--- src/rtl/parking_pkg.sv ---
// Shared types and default constants for the parking-bay occupancy tracker.
package parking_pkg;

  // Debounce FSM states, two-bit encoding.
  typedef enum logic [1:0] {
    VACANT    = 2'd0,
    ARRIVING  = 2'd1,
    OCCUPIED  = 2'd2,
    DEPARTING = 2'd3
  } state_t;

  localparam int unsigned DEBOUNCE_CYCLES_DEF = 1000000;
  localparam int unsigned DUR_W_DEF           = 16;

endpackage

--- src/rtl/sync_2ff.sv ---
// Two-flop synchronizer bringing an asynchronous level into the clk domain.
module sync_2ff (
  input  logic clk,
  input  logic rst_n,
  input  logic d,
  output logic q
);

  logic meta;

  // First stage may go metastable; second stage gives it a full cycle to settle.
  always_ff @(posedge clk or negedge rst_n) begin
    if (!rst_n) begin
      meta <= 1'b0;
      q    <= 1'b0;
    end else begin
      meta <= d;
      q    <= meta;
    end
  end

endmodule

--- src/rtl/occupancy_tracker.sv ---
// Debounced bay-occupancy tracker with arrive/depart pulses and an
// occupancy duration counter. The duration counter is built only when
// OCCUPANCY_DURATION_EN is defined; otherwise duration is tied to 0.
module occupancy_tracker
  import parking_pkg::*;
#(
  parameter int unsigned DEBOUNCE_CYCLES = DEBOUNCE_CYCLES_DEF,
  parameter int unsigned DUR_W           = DUR_W_DEF
) (
  input  logic             clk,
  input  logic             rst_n,
  input  logic             parked,
  input  logic             tick_1hz,
  output logic             occupied,
  output logic             arrive,
  output logic             depart,
  output logic [DUR_W-1:0] duration
);

  localparam int unsigned      CNT_W    = $clog2(DEBOUNCE_CYCLES);
  localparam logic [CNT_W-1:0] CNT_LAST = CNT_W'(DEBOUNCE_CYCLES - 1);

  logic             psync;
  state_t           state, state_nxt;
  logic [CNT_W-1:0] cnt, cnt_nxt;
  logic             occupied_nxt, arrive_nxt, depart_nxt;

  sync_2ff u_sync (
    .clk   (clk),
    .rst_n (rst_n),
    .d     (parked),
    .q     (psync)
  );

  // State, debounce count and registered outputs.
  always_ff @(posedge clk or negedge rst_n) begin
    if (!rst_n) begin
      state    <= VACANT;
      cnt      <= '0;
      occupied <= 1'b0;
      arrive   <= 1'b0;
      depart   <= 1'b0;
    end else begin
      state    <= state_nxt;
      cnt      <= cnt_nxt;
      occupied <= occupied_nxt;
      arrive   <= arrive_nxt;
      depart   <= depart_nxt;
    end
  end

  // Next-state logic: a level change is accepted only after it stays stable
  // through the full debounce window; any reversion aborts silently.
  always_comb begin
    state_nxt  = state;
    cnt_nxt    = cnt;
    arrive_nxt = 1'b0;
    depart_nxt = 1'b0;
    unique case (state)
      VACANT: begin
        if (psync) begin
          state_nxt = ARRIVING;
          cnt_nxt   = '0;
        end
      end
      ARRIVING: begin
        if (!psync) begin
          state_nxt = VACANT;
          cnt_nxt   = '0;
        end else if (cnt == CNT_LAST) begin
          state_nxt  = OCCUPIED;
          arrive_nxt = 1'b1;
        end else begin
          cnt_nxt = cnt + CNT_W'(1);
        end
      end
      OCCUPIED: begin
        if (!psync) begin
          state_nxt = DEPARTING;
          cnt_nxt   = '0;
        end
      end
      DEPARTING: begin
        if (psync) begin
          state_nxt = OCCUPIED;
          cnt_nxt   = '0;
        end else if (cnt == CNT_LAST) begin
          state_nxt  = VACANT;
          depart_nxt = 1'b1;
        end else begin
          cnt_nxt = cnt + CNT_W'(1);
        end
      end
      default: begin
        state_nxt = VACANT;
        cnt_nxt   = '0;
      end
    endcase
    occupied_nxt = (state_nxt == OCCUPIED) || (state_nxt == DEPARTING);
  end

`ifdef OCCUPANCY_DURATION_EN
  logic [DUR_W-1:0] dur_q;

  // Duration: zero on arrival (a tick landing in the arrive cycle is dropped),
  // count seconds while occupied, saturate, hold while vacant.
  always_ff @(posedge clk or negedge rst_n) begin
    if (!rst_n) begin
      dur_q <= '0;
    end else if (arrive_nxt || arrive) begin
      dur_q <= '0;
    end else if (tick_1hz && occupied && (dur_q != '1)) begin
      dur_q <= dur_q + DUR_W'(1);
    end
  end

  assign duration = dur_q;
`else
  logic unused_tick;

  assign unused_tick = tick_1hz;
  assign duration    = '0;
`endif

endmodule

--- config.mk ---
export PLATFORM = sky130hd
export DESIGN_NAME = occupancy_tracker
export DESIGN_NICKNAME = d
export VERILOG_FILES = /design/src/rtl/parking_pkg.sv /design/src/rtl/sync_2ff.sv /design/src/rtl/occupancy_tracker.sv
export SDC_FILE = /design/constraint.sdc
export NUM_CORES = 1
export LEC_CHECK = 0
export CAP_MARGIN = 40
export CORE_MARGIN = 3
export CORE_UTILIZATION = 53
export DETAILED_ROUTE_END_ITERATION = 16
export HOLD_SLACK_MARGIN = 0.12
export PLACE_DENSITY = 0.77
export SLEW_MARGIN = 15
export SYNTH_ARGS = -nofsm -noshare
export SYNTH_HDL_FRONTEND = slang
export SYNTH_SLANG_ARGS = --single-unit
--- constraint.sdc ---
create_clock -name clk -period 2.6 [get_ports clk]
set_clock_uncertainty 0.1 [all_clocks]
set_input_delay 0.39 -clock clk [delete_from_list [all_inputs] [get_ports clk]]
set_output_delay 0.39 -clock clk [all_outputs]
set_load 0.01 [all_outputs]
==> results.ini <==
[place]
numPortBuffers=5
gp_congestion=0.766
place_ws_ns=0.656
hpwlAfterDp_um=2150

[logic_synthesis]
synth_area_leaders=dfrtp_1, buf_4, o21ai_0
synth_flop_cell=dfrtp_1
synthXorXnorAreaFrac_pct=5.12
yosysUniqueCellTypes=38
synth_top_family_by_area=simple AND/OR/NAND/NOR gates
synth-edff-count=0
synth-adder-area-share_pct=0.826
synth_top_area_share_pct=44.6
ys_ff_latch=27
synth_compound_area_share_pct=13.9
yosys.area.top_type=dfrtp_1
ys_seq_area_share_pct=44.6
synth.avg_cell_area_sq_um=9.30
synth.most_common_cell=dfrtp_1
synth-simple-area-share_pct=23.6
synth_mux_area_share_pct=1.49
synthesis.area_sq_mm=0.00152
yosys_warnings=0
async_flop_share_pct=100
synthTopCellsByCount=dfrtp_1, o21ai_0, buf_4
syn_inst=163

[floorplanning]
start_util_pct=58.5
die-area_sq_mm=0.00354
rows=18
coreArea_sq_mm=0.00259
fp.dieH_um=59.5
io_pins=23
die_w_um=59.5

[critical_path]
critPathRequiredTime_ns=2.79
cp-end-kind=flip-flop
arrival_ns=2.18
slowest_stage=nor4_2
r2r_end=cnt[16]
cp_max_fo=7
cpMostUsedCell=nand2_1
r2r-start=cnt[0]
crit_family=simple AND/OR/NAND/NOR gates
r2r_cells=6
slowest_delay_ns=0.63
rrSetupSlack_ns=0.61
start_kind=flip-flop
path_buf_inv=0
worstPathCellList=ha_1 > nand2_1 > nor4_2 > nand2_1 > nor3b_1 > a21o_1
path_class=flip-flop to flip-flop

[routing]
ant_nets=0
wl_per_cell_um=15.2
drt_pass1_iterations=4
num_vias=1194
detail_route.iter0.violations=48
drc_errors=0
viasPerCell=6.00
drt_wl_total_um=3020

[global_routing]
antenna_found_initial=0
track_usage_pct=19.2
grt_pass1_vias=1131
grt-ovfl-total=0
grt_max_degree=28
grt_pass1_wl_um=5180

[layout]
fin_nets=175
num_antenna_cells=0
drive_gt1_share_pct=8.28
fillCellCount=222
area_growth_pct=3.55

[cts]
htreeDepth=1
cts.sinks=27
clkSlewWorstSetupHoldPaths_ns=0.15
clkLatencyLatePin_ns=0.33
postCtsHoldBufs=0
cts_buffers=3
ctsResizeCount=0
cts_tree=done
cts_buffer_depth=2
post_cts_buffers=0
cts-root-buf=clkbuf_4

[run_status]
status=finished, final reports clean

[sta]
slew-limit-headroom_pct=54.7
setup_violations=0
timing.setup.tns_ns=0
hold_viol=0
period_share_pct=76.5
maxSlewViolCount=0
fin_crit_ns=1.99
worst_pin_slew_ns=0.674
rsz0062_at_grt=no
max_freq_mhz=503
fin_ws_ns=0.611

[hold_path]
min_path_cells=0
hold_path.class=flip-flop to flip-flop
worstHoldStart=u_sync.meta
hold_end=u_sync.q

[power]
ir_drop_mv=0.362
p_leak_nw=0.678
power_density_mw_per_mm2=431
power_uw=676

[job]
maxCapViolCount=0

-- cells in the final DEF, fill, tap and decap left out, types with 2 or more instances in the layout --
master / n
mux2_2: 2
or4_1: 2
or3_1: 3
a21oi_1: 9
a31oi_1: 4
nand2_1: 11
xnor2_1: 4
dfrtp_1: 27
buf_4: 3
nor4_1: 2
nor3b_1: 4
nand4_1: 6
inv_1: 4
and3_1: 4
nor3_1: 2
nor2_1: 9
nand3_1: 7
clkbuf_4: 3
nor4b_1: 2
and2_1: 2
clkdlybuf4s50_1: 5
conb_1: 16
xor2_1: 3
o21ai_0: 18
o31ai_1: 3
-- power breakdown --
part / internal (mW) / switching [mW]
sequential: 0.426 / 0.00575
clock: 0.0579 / 0.131
combinational: 0.0144 / 0.0413
total: 0.498 / 0.178
-- per-stage QoR --
step	instances	area [sq um]	hold slack (ns)	util, %
6_report	199	1570	0.282	60.6
5_1_grt	199	1570	0.295	60.6
4_1_cts	199	1570	0.287	60.6
3_5_place_dp	195	1540	0.254	59.5
3_3_place_gp	195	1540	0.241	59.5
2_1_floorplan	178	1570	-0.00559	-
-- layout make-up --
type	instances	area, sq um	area share, %
multi-input combinational	126	741	47.2
tap	30	37.5	2.39
clock inverter	1	5.00	0.319
timing repair buffer	8	72.6	4.63
inverter	4	15.0	0.957
clock buffer	3	22.5	1.44
sequential	27	676	43.1
-- kinds of logic (layout without fill, tap and decap cells) --
logic type | count (synthesis) | after routing
buf+inv | 25 | 16
flops | 27 | 27
fa+ha+maj | 1 | 1
compound gates | 38 | 38
other cells | 1 | 16
simple gates | 61 | 61
xor+xnor | 8 | 8
mux | 2 | 2
-- registers in the layout, indices dropped and copies added, names as in the netlist --
name,flops
u_sync.meta,1
arrive,1
cnt,20
depart,1
state,2
u_sync.q,1
occupied,1
-- worst max path at each step --
stage	start	endpoint	slack, ns	cells past startpoint
CTS	cnt[0]	cnt[5]	0.63	6
global placement	cnt[0]	cnt[16]	0.73	6
finish	cnt[0]	cnt[16]	0.61	6
detailed placement	cnt[0]	cnt[5]	0.66	6
floorplan	state[1]	cnt[3]	0.80	5
global route	cnt[7]	cnt[0]	0.42	5
-- layer usage --
metal | track usage [%] | share of wire, % | vias up
li1 | - | - | 564
met1 | 25.1 | 44 | 584
met2 | 32.0 | 49 | 44
met3 | 4.14 | 6.7 | 2
met4 | 4.85 | 0.40 | 0
met5 | 0 | 0 | -
-- worst register-to-register path, cell delays in order, from the launching register on --
cell and delay [ns]:
dfrtp_1 0.42, ha_1 0.18, nand2_1 0.11, nor4_2 0.63
nand2_1 0.16, nor3b_1 0.24, a21o_1 0.11
Note: power is estimated with default switching activity, not from simulation.
==> variant (config.mk and constraints unchanged) <==
Encoding of `state_t`: now one-hot (4 bits for 4 states).
--- a/src/rtl/parking_pkg.sv
+++ b/src/rtl/parking_pkg.sv
@@ -2,11 +2,11 @@
 package parking_pkg;
 
   // Debounce FSM states, two-bit encoding.
-  typedef enum logic [1:0] {
-    VACANT    = 2'd0,
-    ARRIVING  = 2'd1,
-    OCCUPIED  = 2'd2,
-    DEPARTING = 2'd3
+  typedef enum logic [3:0] {
+    VACANT    = 4'b0001,
+    ARRIVING  = 4'b0010,
+    OCCUPIED  = 4'b0100,
+    DEPARTING = 4'b1000
   } state_t;
 
   localparam int unsigned DEBOUNCE_CYCLES_DEF = 1000000;
Behaviour: no difference found for any inputs over 10 cycles, from zero or initial values and one cycle with rst_n low; not proved beyond that.
==> variant against the original RTL <==
Synthesized area rose by 12%; sequential cell count increased by 2; first-iteration DRC count is 140% higher; routed wire length is 10% higher; cell area is 16% higher; hold slack worse by 23 ps; setup slack got worse by 260 ps; power is 46% higher.
==> variant: results (changes against the original RTL) <==
| Metric | Value |
|---|---|
| Regs by FF count | cnt (20), state (4) |
| Inserted Clock Buffers | 5 (+2) |
| Vias per Instance | 5.69 (-5.2%) |
| ClkCell Share | 0.0469 (+0.0294) |
| Via count | 1,337 (+12%) |
| Placed inst area | 1730 um^2 (+12%) |
| Clock buffer cells | 7 (+4) |
| Area occupied by multi-input gates | 850 um^2 (+15%) |
| Status | finished, final reports clean |
| End point of the critical path | cnt[5] |
| Worst EP arrival | 2390 ps (+210 ps) |
| Hold_ws | 260 ps (-22.5 ps) |
| Max rail drop VDD | 345 uV (-4.6%) |
| Share of cells above drive strength 1 | 0.0881 (+0.00524) |
| Filler Cell Count | 252 (+14%) |
| Post-synthesis xor/xnor area fraction | 0.0258 (-0.0254) |
| Invs w/o clock | 3 (-1) |
| Worst Setup SP | state[0] |
| Post-Place Setup Slack | 376 ps (-280 ps) |
| Die width | 62.6 um (+5.2%) |
| Post-synthesis mux area share | 0.0236 (+0.00875) |
| First-pass GRT wire length | 5830 um (+13%) |
| Sequential area share after synthesis | 0.429 (-0.0171) |
| Clock power frac | 0.399 (+0.119) |
| Bufs w/o clock | 10 (+2) |
| HPWL Detailed | 2350 um (+9.2%) |
| Syn Inst Count | 184 (+13%) |
| Largest net degree at the start of global routing | 30 (+7.1%) |
| Fraction of area in registers | 0.401 (-0.0297) |
| Complex-gate fraction of the synthesized area | 0.148 (+0.00887) |
| Cell Pwr Density | 543 nW/um^2 (+26%) |
| Placed cell count | 227 (+16%) |
| Final net count | 197 (+13%) |
| Post-synth top cells | dfrtp_1, buf_4, nand2_1 |
| WL/cell | 14.1 um (-6.9%) |
[variant: changes by cell type after synthesis, moves of 3 or more]
cell	unedited run	this run
xor2_1	3	0
nand2b_1	1	8
o21ai_0	18	9
o211ai_1	0	3
o21a_1	0	4
mux2i_1	0	4
nor2_1	9	12
nand4_1	6	3
and4_1	0	4
nor3b_1	4	1
nand2_1	11	16
[variant: routing by layer]
| layer | up-vias | GRT usage | share of wire |
|---|---|---|---|
| li1 | 648 | - | - |
| met5 | - | 0 | 0 |
| met1 | 644 | 0.256 | 0.47 |
| met4 | 0 | 0.0716 | 0.0084 |
| met2 | 37 | 0.284 | 0.47 |
| met3 | 8 | 0.0486 | 0.058 |
[variant: worst max-delay path, stage by stage, from the launching register on]
cell and delay, ps:
dfstp_2 620, or3b_4 410, a211oi_4 250, buf_4 230, a21o_1 280, o311ai_0 190
o41ai_1 90
